==> src/rtl/morse_pkg.sv <==
// Shared Morse definitions: letter codes, the 8-letter pattern table,
// word length and the decoder state encoding.
package morse_pkg;

  typedef logic [2:0] letter_t;

  localparam int MORSE_LEN = 12;

  // Index is the letter code: 0=A .. 7=H. MSB is the first bit on air.
  localparam logic [MORSE_LEN-1:0] MORSE_TABLE [8] = '{
    12'b101110000000,
    12'b111010101000,
    12'b111010111010,
    12'b111010100000,
    12'b100000000000,
    12'b101011101000,
    12'b111011101000,
    12'b101010100000
  };

  typedef enum logic [1:0] {
    IDLE,
    CAPTURE,
    MATCH
  } dec_state_t;

endpackage

==> src/rtl/morse_bit_timer.sv <==
// Inter-bit timeout counter for the Morse decoder.
// Ports: clk, rst_n, clr_i (clear, wins), en_i (count), expired_o (reaches LIMIT this edge).
module morse_bit_timer #(
  parameter int unsigned LIMIT = 500,
  localparam int W = $clog2(LIMIT + 1)
) (
  input  logic clk,
  input  logic rst_n,
  input  logic clr_i,
  input  logic en_i,
  output logic expired_o
);

  logic [W-1:0] count_q;
  logic [W-1:0] count_d;

  always_comb begin
    count_d = count_q;
    if (clr_i)
      count_d = '0;
    else if (en_i)
      count_d = count_q + W'(1);
  end

  always_ff @(posedge clk or negedge rst_n) begin
    if (!rst_n)
      count_q <= '0;
    else
      count_q <= count_d;
  end

  // Flags the edge on which the count steps onto LIMIT.
  assign expired_o = en_i && !clr_i &&
                     (count_q == W'(LIMIT - 1));

endmodule

==> src/rtl/morse_decoder.sv <==
// Morse receiver: captures 12 strobed bits, matches the letter table.
// Ports: ClockIn, Resetn (async low), DotDashIn, NewBitIn in;
// Letter[2:0], LetterValid, Error, Busy out. Timeout via MORSE_DEC_TIMEOUT_EN.
module morse_decoder
  import morse_pkg::*;
#(
  parameter int unsigned CLOCK_FREQUENCY = 500
) (
  input  logic       ClockIn,
  input  logic       Resetn,
  input  logic       DotDashIn,
  input  logic       NewBitIn,
  output logic [2:0] Letter,
  output logic       LetterValid,
  output logic       Error,
  output logic       Busy
);

  localparam int CNT_W = $clog2(MORSE_LEN + 1);

  dec_state_t           state_q, state_d;
  logic [MORSE_LEN-1:0] shift_q, shift_d;
  logic [CNT_W-1:0]     cnt_q, cnt_d;
  letter_t              letter_q, letter_d;
  logic                 valid_q, valid_d;
  logic                 err_q, err_d;
  logic                 nb_q;

  logic    accept;
  logic    timeout;
  logic    hit;
  letter_t hit_code;

  // Only the rising edge of the strobe carries a bit.
  assign accept = NewBitIn && !nb_q;

`ifdef MORSE_DEC_TIMEOUT_EN
  logic tmr_exp;

  morse_bit_timer #(
    .LIMIT(CLOCK_FREQUENCY)
  ) u_timer (
    .clk      (ClockIn),
    .rst_n    (Resetn),
    .clr_i    (accept || (state_q != CAPTURE)),
    .en_i     (state_q == CAPTURE),
    .expired_o(tmr_exp)
  );

  assign timeout = tmr_exp;
`else
  assign timeout = 1'b0;
`endif

  always_comb begin
    hit      = 1'b0;
    hit_code = '0;
    for (int i = 0; i < 8; i++) begin
      if (shift_q == MORSE_TABLE[letter_t'(i)]) begin
        hit      = 1'b1;
        hit_code = letter_t'(i);
      end
    end
  end

  always_comb begin
    state_d  = state_q;
    shift_d  = shift_q;
    cnt_d    = cnt_q;
    letter_d = letter_q;
    valid_d  = 1'b0;
    err_d    = 1'b0;
    unique case (state_q)
      IDLE: begin
        // Leading zeros (transmitter tail) never start a word.
        if (accept && DotDashIn) begin
          shift_d = MORSE_LEN'(1);
          cnt_d   = CNT_W'(1);
          state_d = CAPTURE;
        end
      end
      CAPTURE: begin
        if (accept) begin
          shift_d = {shift_q[MORSE_LEN-2:0], DotDashIn};
          cnt_d   = cnt_q + CNT_W'(1);
          if (cnt_q == CNT_W'(MORSE_LEN - 1))
            state_d = MATCH;
        end else if (timeout) begin
          err_d   = 1'b1;
          shift_d = '0;
          cnt_d   = '0;
          state_d = IDLE;
        end
      end
      MATCH: begin
        if (hit) begin
          letter_d = hit_code;
          valid_d  = 1'b1;
        end else begin
          err_d = 1'b1;
        end
        shift_d = '0;
        cnt_d   = '0;
        state_d = IDLE;
      end
      default: begin
        shift_d = '0;
        cnt_d   = '0;
        state_d = IDLE;
      end
    endcase
  end

  always_ff @(posedge ClockIn or negedge Resetn) begin
    if (!Resetn) begin
      state_q  <= IDLE;
      shift_q  <= '0;
      cnt_q    <= '0;
      letter_q <= '0;
      valid_q  <= 1'b0;
      err_q    <= 1'b0;
      nb_q     <= 1'b0;
    end else begin
      state_q  <= state_d;
      shift_q  <= shift_d;
      cnt_q    <= cnt_d;
      letter_q <= letter_d;
      valid_q  <= valid_d;
      err_q    <= err_d;
      nb_q     <= NewBitIn;
    end
  end

  assign Letter      = letter_q;
  assign LetterValid = valid_q;
  assign Error       = err_q;
  assign Busy        = (state_q != IDLE);

endmodule

==> config.mk <==
export PLATFORM = sky130hd
export DESIGN_NAME = morse_decoder
export DESIGN_NICKNAME = d
export VERILOG_FILES = /design/src/rtl/morse_pkg.sv /design/src/rtl/morse_bit_timer.sv /design/src/rtl/morse_decoder.sv
export SDC_FILE = /design/constraint.sdc
export NUM_CORES = 1
export LEC_CHECK = 0
export ABC_CLOCK_PERIOD_IN_PS = 2800
export CORE_MARGIN = 4
export CORE_UTILIZATION = 60
export CTS_CLUSTER_DIAMETER = 100
export DETAILED_ROUTE_END_ITERATION = 7
export PLACE_DENSITY = 0.85
export SLEW_MARGIN = 20
export SYNTH_ARGS = -nofsm -noshare
export SYNTH_HDL_FRONTEND = slang
export SYNTH_HIERARCHICAL = 1
export SYNTH_SLANG_ARGS = --single-unit
==> constraint.sdc <==
create_clock -name ClockIn -period 2.8 [get_ports ClockIn]
set_input_delay 0.56 -clock ClockIn [delete_from_list [all_inputs] [get_ports ClockIn]]
set_output_delay 0.56 -clock ClockIn [all_outputs]
set_load 0.01 [all_outputs]
==> Yosys cells after proc, flatten, opt, wreduce, memory -nomap -nowiden <==
Cells that the tools add are included.
{ "op_classes": {"muxes": 29, "n_reduce_logical": 8, "eq_ne": 14, "add_sub_neg": 1} }
{ "ops": {"columns": ["operator", "count"], "rows": [
  ["equality test 12 bit (second input constant)", 8],
  ["2-to-1 mux 12 bit", 2],
  ["case mux 12 bit (2 select lines)", 1],
  ["2-to-1 mux 1 bit", 13],
  ["2-to-1 mux 3 bit", 4],
  ["2-to-1 mux 2 bit", 5],
  ["2-to-1 mux 4 bit", 2],
  ["case mux 4 bit (2 select lines)", 1],
  ["inequality test 2 bit (second input constant)", 3],
  ["adder 4 x 1 -> 4 bit (second input constant)", 1],
  ["equality test 4 bit (second input constant)", 1],
  ["case mux 2 bit (2 select lines)", 1],
  ["AND reduction 2 bit", 2],
  ["AND reduction 3 bit", 1],
  ["equality test 2 x 1 -> 1 bit (second input constant)", 1],
  ["equality test 2 bit (second input constant)", 1],
  ["logical AND 1 bit", 2],
  ["logical NOT 2 bit", 1],
  ["nonzero test 2 bit", 1],
  ["logical NOT 1 bit", 1]
]} }
{ "word_totals": {"wordCells": 59, "output_inout_bits": 6, "regBits": 24, "inputBits": 4} }

==> Longest topological paths before layout <==
Gate-level depths: netlist of the first run.
{ "depth": {"word_depth": 11, "depth_mapped": 6, "ltp_nobuf": 5} }

==> Least setup slack after synthesis of the first run <==
OpenSTA, ideal clock, no wires.
{ "synth_timing": {"path_type": "register to register", "startpoint": "reg shift_q[8]", "endpoint": "reg letter_q[0], in the netlist Letter[0]", "required_ns": 2.675, "setup_slack_ns": 1.126, "stages_incl_launch_ff": 6, "arrival_ns": 1.549, "period_less_slack_ns": 1.674, "setup_ns": 0.125, "cell_sequence": "dfrtp_1 > or4_4 > a2111oi_4 > o31ai_1 > nand3_1 > o31ai_1"} }
{ "synth_via": {"elab_chain_len": 10, "elab_cells_between_ends": 24, "cone_classes": "8 x eq/ne; 15 x mux; 1 x reduce/logical"} }
{ "synth_rtl": {"columns": ["item", "line", "text"], "rows": [
  ["start: declaration", "morse_decoder.sv:22", "logic [MORSE_LEN-1:0] shift_q, shift_d;"],
  ["start signal: assignment", "morse_decoder.sv:125", "shift_q <= shift_d;"],
  ["equality test 12 bit", "morse_decoder.sv:59", "if (shift_q == MORSE_TABLE[letter_t'(i)]) begin"],
  ["2-to-1 mux 1 bit (8 in series)", "morse_decoder.sv:59", null],
  ["AND reduction 2 bit (no source line)", null, null],
  ["end signal: assignment", "morse_decoder.sv:127", "letter_q <= letter_d;"],
  ["end: declaration", "morse_decoder.sv:24", "letter_t letter_q, letter_d;"]
]} }
Parallel ways exist; a longest one is shown, timed or not.
A chain may end at the register's enable or synchronous reset.

==> Final worst setup path of the first run <==
{ "layout_timing": {"startpoint": "reg state_q[1]", "endpoint": "out Busy"} }
{ "layout_via": {"elab_chain_len": 1} }
{ "layout_rtl": {"columns": ["item", "line", "text"], "rows": [
  ["start: declaration", "morse_decoder.sv:21", "dec_state_t state_q, state_d;"],
  ["start signal: assignment", "morse_decoder.sv:124", "state_q <= state_d;"],
  ["nonzero test 2 bit", "morse_decoder.sv:137", "assign Busy = (state_q != IDLE);"],
  ["end: declaration", "morse_decoder.sv:16", "output logic Busy"]
]} }
Every way passes these cells.

==> results of run 1 <==
tightest hold or removal path: cells and delay by family, from the launching register on:
kind             cells  cell delay (ns)
AND/OR/NAND/NOR      2             0.10
flip-flops           1             0.37
power by group:
group	internal (mW)	leakage, nW	switching [mW]
clock	0.145	0.0279	0.109
combinational	0.157	0.232	0.200
sequential	0.436	0.315	0.145
total	0.737	0.575	0.453
routing by layer:
| metal | global-route usage (%) | up-vias |
|---|---|---|
| li1 | - | 492 |
| met5 | 0 | - |
| met1 | 27.42 | 517 |
| met3 | 4.274 | 6 |
| met2 | 34.09 | 43 |
| met4 | 8.085 | 0 |
cells by family after synthesis:
family / Yosys count
AO/OA/AOI/OAI: 31
adder cells (fa/ha/maj): 1
buffers and inverters: 8
flip-flops: 24
AND/OR/NAND/NOR: 68
how the worst max path moves through the flow:
stage / slack [ns] / end / from
6_report: 0.67 / Busy / state_q[1]$_DFFE_PN0P_
5_1_grt: 0.62 / Busy / state_q[1]$_DFFE_PN0P_
4_1_cts: 0.67 / Busy / state_q[1]$_DFFE_PN0P_
3_5_place_dp: 0.54 / cnt_q[2]$_DFFE_PN0P_ / NewBitIn
3_3_place_gp: 0.60 / cnt_q[2]$_DFFE_PN0P_ / NewBitIn
2_1_floorplan: 1.13 / Letter[0]$_DFFE_PN0P_ / shift_q[8]$_DFFE_PN0P_
final cells by class:
cell class	count	area, µm²	area share (%)
clock buffer	3	22.52	1.661
clock inverter	1	30.03	2.214
inverter	2	7.507	0.5535
multi-input combinational	100	559.3	41.24
sequential	24	600.6	44.28
tap	25	31.28	2.306
timing repair buffer	11	105.1	7.749
flip-flops by register name, summed over array words and instances, names as in the netlist:
| name | cells |
|---|---|
| LetterValid | 1 |
| cnt_q | 4 |
| state_q | 2 |
| Error | 1 |
| shift_q | 12 |
| Letter | 3 |
| nb_q | 1 |
metrics by stage:
| step | worst slack (ns) | utilization, % | std cells |
|---|---|---|---|
| floorplan | 1.126 | - | 132 |
| global placement | 0.5956 | 72.36 | 162 |
| detailed placement | 0.5358 | 72.36 | 162 |
| CTS | 0.6658 | 75.28 | 166 |
| global route | 0.6160 | 75.28 | 166 |
| finish | 0.6744 | 75.28 | 166 |
placed cells by master (no fill, tap or decap):
cell type and instances:
nand2_1 30, dfrtp_1 24, o21ai_0 15, clkdlybuf4s50_1 9
nor2_1 6, a21oi_1 6, nor3_1 5, nand3_1 4
o31ai_1 4, or2_2 3, clkbuf_4 3, or3_1 2
nand4_1 2, inv_1 2, or4_1 2, or4b_2 2
nand3b_1 2, nor4_1 2, nand2b_1 2, and3_1 2
nor2b_1 2, buf_4 2, or4_4 1, a2111oi_4 1
nand4b_1 1, a211oi_1 1, a22oi_1 1, o211ai_1 1
a2111oi_0 1, a41oi_1 1, ha_1 1, bufinv_16 1
==> results.md, run 1 <==
- Upper clock frequency limit: between 400 and 500 MHz
- Rows: 15
- CTS tree: yes
- Worst R2R End: Letter[0]$_DFFE_PN0P_
- Post-CTS Hold Fix Bufs: 0
- Total Nets Final: 147
- Number of global-route vias before repair: 979
- Post-route clock period utilization: 75.91%
- Worst Hold End: Letter[2]$_DFFE_PN0P_
- Worst Hold Class: reg2reg
- DRT met1 WL: 1083 µm
- CP Max Fanout: 8
- Htree depth: 1
- Post-synthesis mux area share: 0%
- Number of DRC markers in iteration 0: 38
- Metal3 WL: 141 µm
- Ys Warns: 6
- First-pass GRT wire length: 4312 µm
- Critical path capture point type: output pin
- Synthesized Nets: ~140
- EDFF count, synth: 0
- Max Cap Viol: 0
- Die X: approximately 53 µm
- RSZ-0062 raised after global routing: false
- Clk_lat worst skew: roughly 0.32 ns
- Design area: 1356 µm²
- Critical path, cell by cell: or2_2 -> clkdlybuf4s50_1
- Synth Area per Inst: approximately 9 µm²
- R2R Path Start: shift_q[3]$_DFFE_PN0P_
- Post-CTS Repair Setup Buffers: 0
- Fin. max-slew vios: 0
- Simple-Gate Fraction of Synth Area: between 20 and 30%
- WS Path Type: reg2out
- Via-per-instance ratio: between 6 and 7
- Max_slew headroom: around 48%
- Most numerous cell in the Yosys netlist: nand2_1
- Sequential-to-total area share from yosys stat: 50.31%
- Post-Place Cell Area: between 1000 and 1500 µm²
- Tmin final: between 2 and 2.5 ns
- DRC violations left: 0
- Top layer in use: met4
- I/O Pins: 10
- Yosys top cell by area: dfrtp_1
- Max Root-Sink Buffers: 2
- DR WL met2: ~1200 µm
- Wire length per cell: roughly 15 µm
- Cells after Synth: roughly 130
- Hold Path Origin: Letter[2]$_DFFE_PN0P_
- Routability Congestion: 0.8730
- XOR/XNOR Fraction of Synth Area: 0%
- Placeable Area: about 1800 µm²
- Final global-route overflow total: 0
- Layout cell share with drive strength beyond 1: under 10%
- Clock transition at the registers of the reported paths: roughly 0.14 ns
- Synth cell count leaders: 30 x nand2_1, 24 x dfrtp_1, 15 x o21ai_0
- CP Data Arrival Time: between 1.5 and 2 ns
- Setup violations, final: 0
- Largest net degree at the start of global routing: 29
- CTS buffer count: 3
- Total power: ~1.2 mW
- Worst path slowest cell: dfrtp_1
- Initial Util: between 60% and 70%
- Global Route Usage Sum: 21.04%
- Top cells by area, synth: dfrtp_1 50%, nand2_1 9.4%, o21ai_0 6.3%
- Initial antenna violation count: 0
- Area Growth Syn to Fin: 13.63%
- Die height: between 50 and 60 µm
- Cells on worst reg2reg path: 5
- Leakage: roughly 0.57 nW
- Least-Margin Pin Slew: between 0.7 and 0.8 ns
- Worst R2R Setup Slack: 0.82 ns
- Status: completed
- Final Hold Viols: 0
- CP bufs+invs: 1
- Synthesized cell area: about 1200 µm²
- FF+latch count, synth: 24
- Post-synthesis adder-cell area fraction: around 1.0%
- Via count: 1058
- First-pass DRT Iterations: 4
- Top Family by Delay on Critical Path: flip-flops
- Synth top area share: 50.31%
- Asr flop ratio synth: 100.0%
- Worst stage delay on the critical path: about 0.48 ns
- Setup_tns: 0 ns
- Startpoint types: flop
- Area fraction in compound gates after synthesis: 16.98%
- Worst Hold Path Cells: 2
- Fill count: about 140
- WP depth: 2
- CP Data Required Time: 2.24 ns
- Worst VDD drop: between 0.0005 and 0.0006 V
- Pwr Density: a little under 900 nW/µm²
- Netlist cell types: 30
- Final WL: about 2500 µm
- CTS Root Cell: clkbuf_4
- Input/output buffers: 9
- Worst Skew: roughly 0.0027 ns
- DP HPWL: approximately 1700 µm
- # diodes: 0
- Final ANT Viol Nets: 0
- Hold slack: between 0.4 and 0.5 ns
- Post-cts resize count: 0
- Largest family of logic cells by synthesized area: simple AND/OR/NAND/NOR gates
- Clk sink count: 24
- Post-synth top flop: dfrtp_1
- Die area: between 2000 and 3000 µm²
(Power assumes the default switching activity.)
==> run 2: changes to the inputs <==
--- a/config.mk
+++ b/config.mk
@@ -5,12 +5,12 @@
 export SDC_FILE = /design/constraint.sdc
 export NUM_CORES = 1
 export LEC_CHECK = 0
-export ABC_CLOCK_PERIOD_IN_PS = 2800
+export ABC_CLOCK_PERIOD_IN_PS = 1930
 export CORE_MARGIN = 4
-export CORE_UTILIZATION = 60
+export CORE_UTILIZATION = 50
 export CTS_CLUSTER_DIAMETER = 100
 export DETAILED_ROUTE_END_ITERATION = 7
-export PLACE_DENSITY = 0.85
+export PLACE_DENSITY = 0.76
 export SLEW_MARGIN = 20
 export SYNTH_ARGS = -nofsm -noshare
 export SYNTH_HDL_FRONTEND = slang
==> constraint.sdc (replaced) <==
create_clock -name ClockIn -period 1.93 [get_ports ClockIn]
set_input_delay 0.386 -clock ClockIn [delete_from_list [all_inputs] [get_ports ClockIn]]
set_output_delay 0.386 -clock ClockIn [all_outputs]
set_load 0.01 [all_outputs]
==> run 2 against run 1 <==
Global-route usage fell by 3.9 points; non-clock buffer count rose by 11; sequential share of layout area fell by 2.9 points; clock power rose by 43%; hold slack got worse by 0.081 ns; power rose by 54%; critical path depth did not move; final area rose by 7.4%; sequential power rose by 35%; worst setup slack got worse by 0.63 ns; register-to-register slack got worse by 0.71 ns; cell count rose by 8.4%; largest cell class unchanged.
==> results.md, run 2 (same netlist as run 1, synthesis figures left out) <==
- Max FFs per register: 12 (unchanged)
- Initial antenna violation count: 0 (unchanged)
- Pwr Density: 1256 nW/µm² (+43%)
- Final ANT Viol Nets: 0 (unchanged)
- Register area: 603.1 µm² (+0.42%)
- Largest net degree at the start of global routing: 29 (unchanged)
- Worst stage delay on the critical path: 0.48 ns (about the same)
- DRC violations left: 0 (unchanged)
- Cells on worst reg2reg path: 5 (unchanged)
- Rows: 17 (+2)
- WS Path Type: reg2out
- Critical path, cell by cell: or2_2 -> clkdlybuf4s50_1
- Die height: 56.86 µm (+8.1%)
- Area Growth Syn to Fin: 22.01%
- Fin. max-slew vios: 0 (unchanged)
- Final WL: 2557 µm (+4.2%)
- Routability Congestion: 0.8976 (+2.8%)
- Layout cell share with drive strength beyond 1: 18.42% (+9.2 points)
- Placeable Area: 2233 µm² (+24%)
- CTS Root Cell: clkbuf_4
- Post-CTS Hold Fix Bufs: 0 (unchanged)
- Worst path slowest cell: clkdlybuf4s50_1
- Clock transition at the registers of the reported paths: 0.14 ns (about the same)
- Max Cap Viol: 0 (unchanged)
- Max_slew headroom: 58.62% (+10 points)
- Area of the multi-input gates: 570.5 µm² (+2.0%)
- Number of DRC markers in iteration 0: 19 (-50%)
- Total power: 1.829 mW (+54%)
- Initial Util: 53.45% (-13 points)
- Via count: 1040 (-1.7%)
- I/O Pins: 10 (unchanged)
- CTS buffer count: 3 (unchanged)
- CP Data Required Time: 1.54 ns (-0.70 ns)
- Clk_lat worst skew: 0.31 ns (about the same)
- Worst Skew: 0.01325 ns (+0.01055 ns)
- Setup violations, final: 0 (unchanged)
- Critical path capture point type: output pin
- CP Max Fanout: 2 (-6)
- Final Hold Viols: 0 (unchanged)
- Worst Hold Class: in2async
- Least-Margin Pin Slew: 0.6150 ns (-0.1599 ns)
- CTS tree: yes
- Via-per-instance ratio: 5.778 (-9.3%)
- Post-route clock period utilization: between 90% and 100%
- Htree depth: 1 (unchanged)
- Die area: 3233 µm² (+17%)
- Leakage: 0.6288 nW (+9.4%)
- Wire length per cell: 14.21 µm (-3.9%)
- Fill count: 182 (+35%)
- DP HPWL: 1884 µm (+9.4%)
- Total Nets Final: 158 (+7.5%)
- Upper clock frequency limit: between 500 and 600 MHz
- Input/output buffers: 9 (unchanged)
- Die X: 56.86 µm (+8.1%)
- Startpoint types: flop
- Tmin final: approximately 1.9 ns
- Max Root-Sink Buffers: 2 (unchanged)
- Status: completed
- Most flops, register: shift_q
- Commonest non-fill, non-tap cell in the layout: nand2_1
- First-pass DRT Iterations: 4 (unchanged)
- RSZ-0062 raised after global routing: false
- # diodes: 0 (unchanged)
- Global Route Usage Sum: 17.14% (-3.9 points)
- Final core utilization: 65.21% (-10 points)
- Worst VDD drop: 0.0007595 V (+37%)
- Number of global-route vias before repair: 1051 (+7.4%)
- First-pass GRT wire length: 4457 µm (+3.4%)
- Final global-route overflow total: 0 (unchanged)
- Clk sink count: 24 (unchanged)
- CP Data Arrival Time: 1.50 ns (-0.07 ns)
- Most frequent cells in the layout: 30 x nand2_1, 22 x dfrtp_1, 15 x o21ai_0
run 2: changes by cell type in the layout (fill, tap and decap cells not counted), sizes merged:
cell,before,now
buf,2,13
run 2: per-stage QoR:
stage	cells	instance area [µm²]	setup TNS (ns)	hold slack (ns)	setup WS (ns)
after floorplan	132	1194	0	0.09041	0.2559
after CTS	180	1445	0	0.4160	0.02340
after global routing	180	1456	0	0.4173	0.002833
after global placement	174	1375	0	0.4525	0.01355
final	180	1456	0	0.4115	0.04317
after detailed placement	174	1375	-0.04747	0.4637	-0.02871
run 2: timing repair:
action                     4_1_cts  5_1_grt
setup buffers                    2        0
hold endpoints to repair         0        0
pin swaps                        0        0
gates resized for setup          2        2
setup endpoints to repair        1        2
run 2: power breakdown:
group	switching (mW)	internal [mW]	leakage (nW)
clock network	0.153	0.210	0.0279
logic	0.377	0.307	0.288
registers	0.148	0.634	0.313
run 2: final timing paths:
kind	startpoint	endpoint	slack [ns]
worst max register to register	shift_q[4]$_DFFE_PN0P_	Letter[1]$_DFFE_PN0P_	0.11
max in group asynchronous	Resetn	state_q[1]$_DFFE_PN0P_	1.27
worst max-delay path	state_q[0]$_DFFE_PN0P_	Busy	0.04
min in group ClockIn	Letter[2]$_DFFE_PN0P_	Letter[2]$_DFFE_PN0P_	0.49
worst min register to register	Letter[2]$_DFFE_PN0P_	Letter[2]$_DFFE_PN0P_	0.49
worst min-delay path	Resetn	nb_q$_DFF_PN0_	0.41
run 2: worst max-delay path, delay by kind of cell (launching register included):
family | cells | cell delay (ns)
AND/OR/NAND/NOR | 1 | 0.29
flip-flops | 1 | 0.42
buffers and inverters | 1 | 0.48
run 2: routing by layer:
| metal | global-route usage [%] | vias to the layer above | wire length, µm |
|---|---|---|---|
| met4 | 7.616 | 0 | 42 |
| met3 | 2.299 | 6 | 91 |
| met5 | 0 | - | 0 |
| li1 | - | 513 | - |
| met1 | 22.45 | 504 | 1174 |
| met2 | 28.05 | 17 | 1249 |
run 2: cell type report:
class                   instances  area share, %
multi-input cells             100          39.18
clock buffers                   3          1.546
flip-flops and latches         24          41.41
well taps                      28          2.405
clock inverters                 1          2.062
inverters                       2         0.5155
repair buffers                 22          12.89
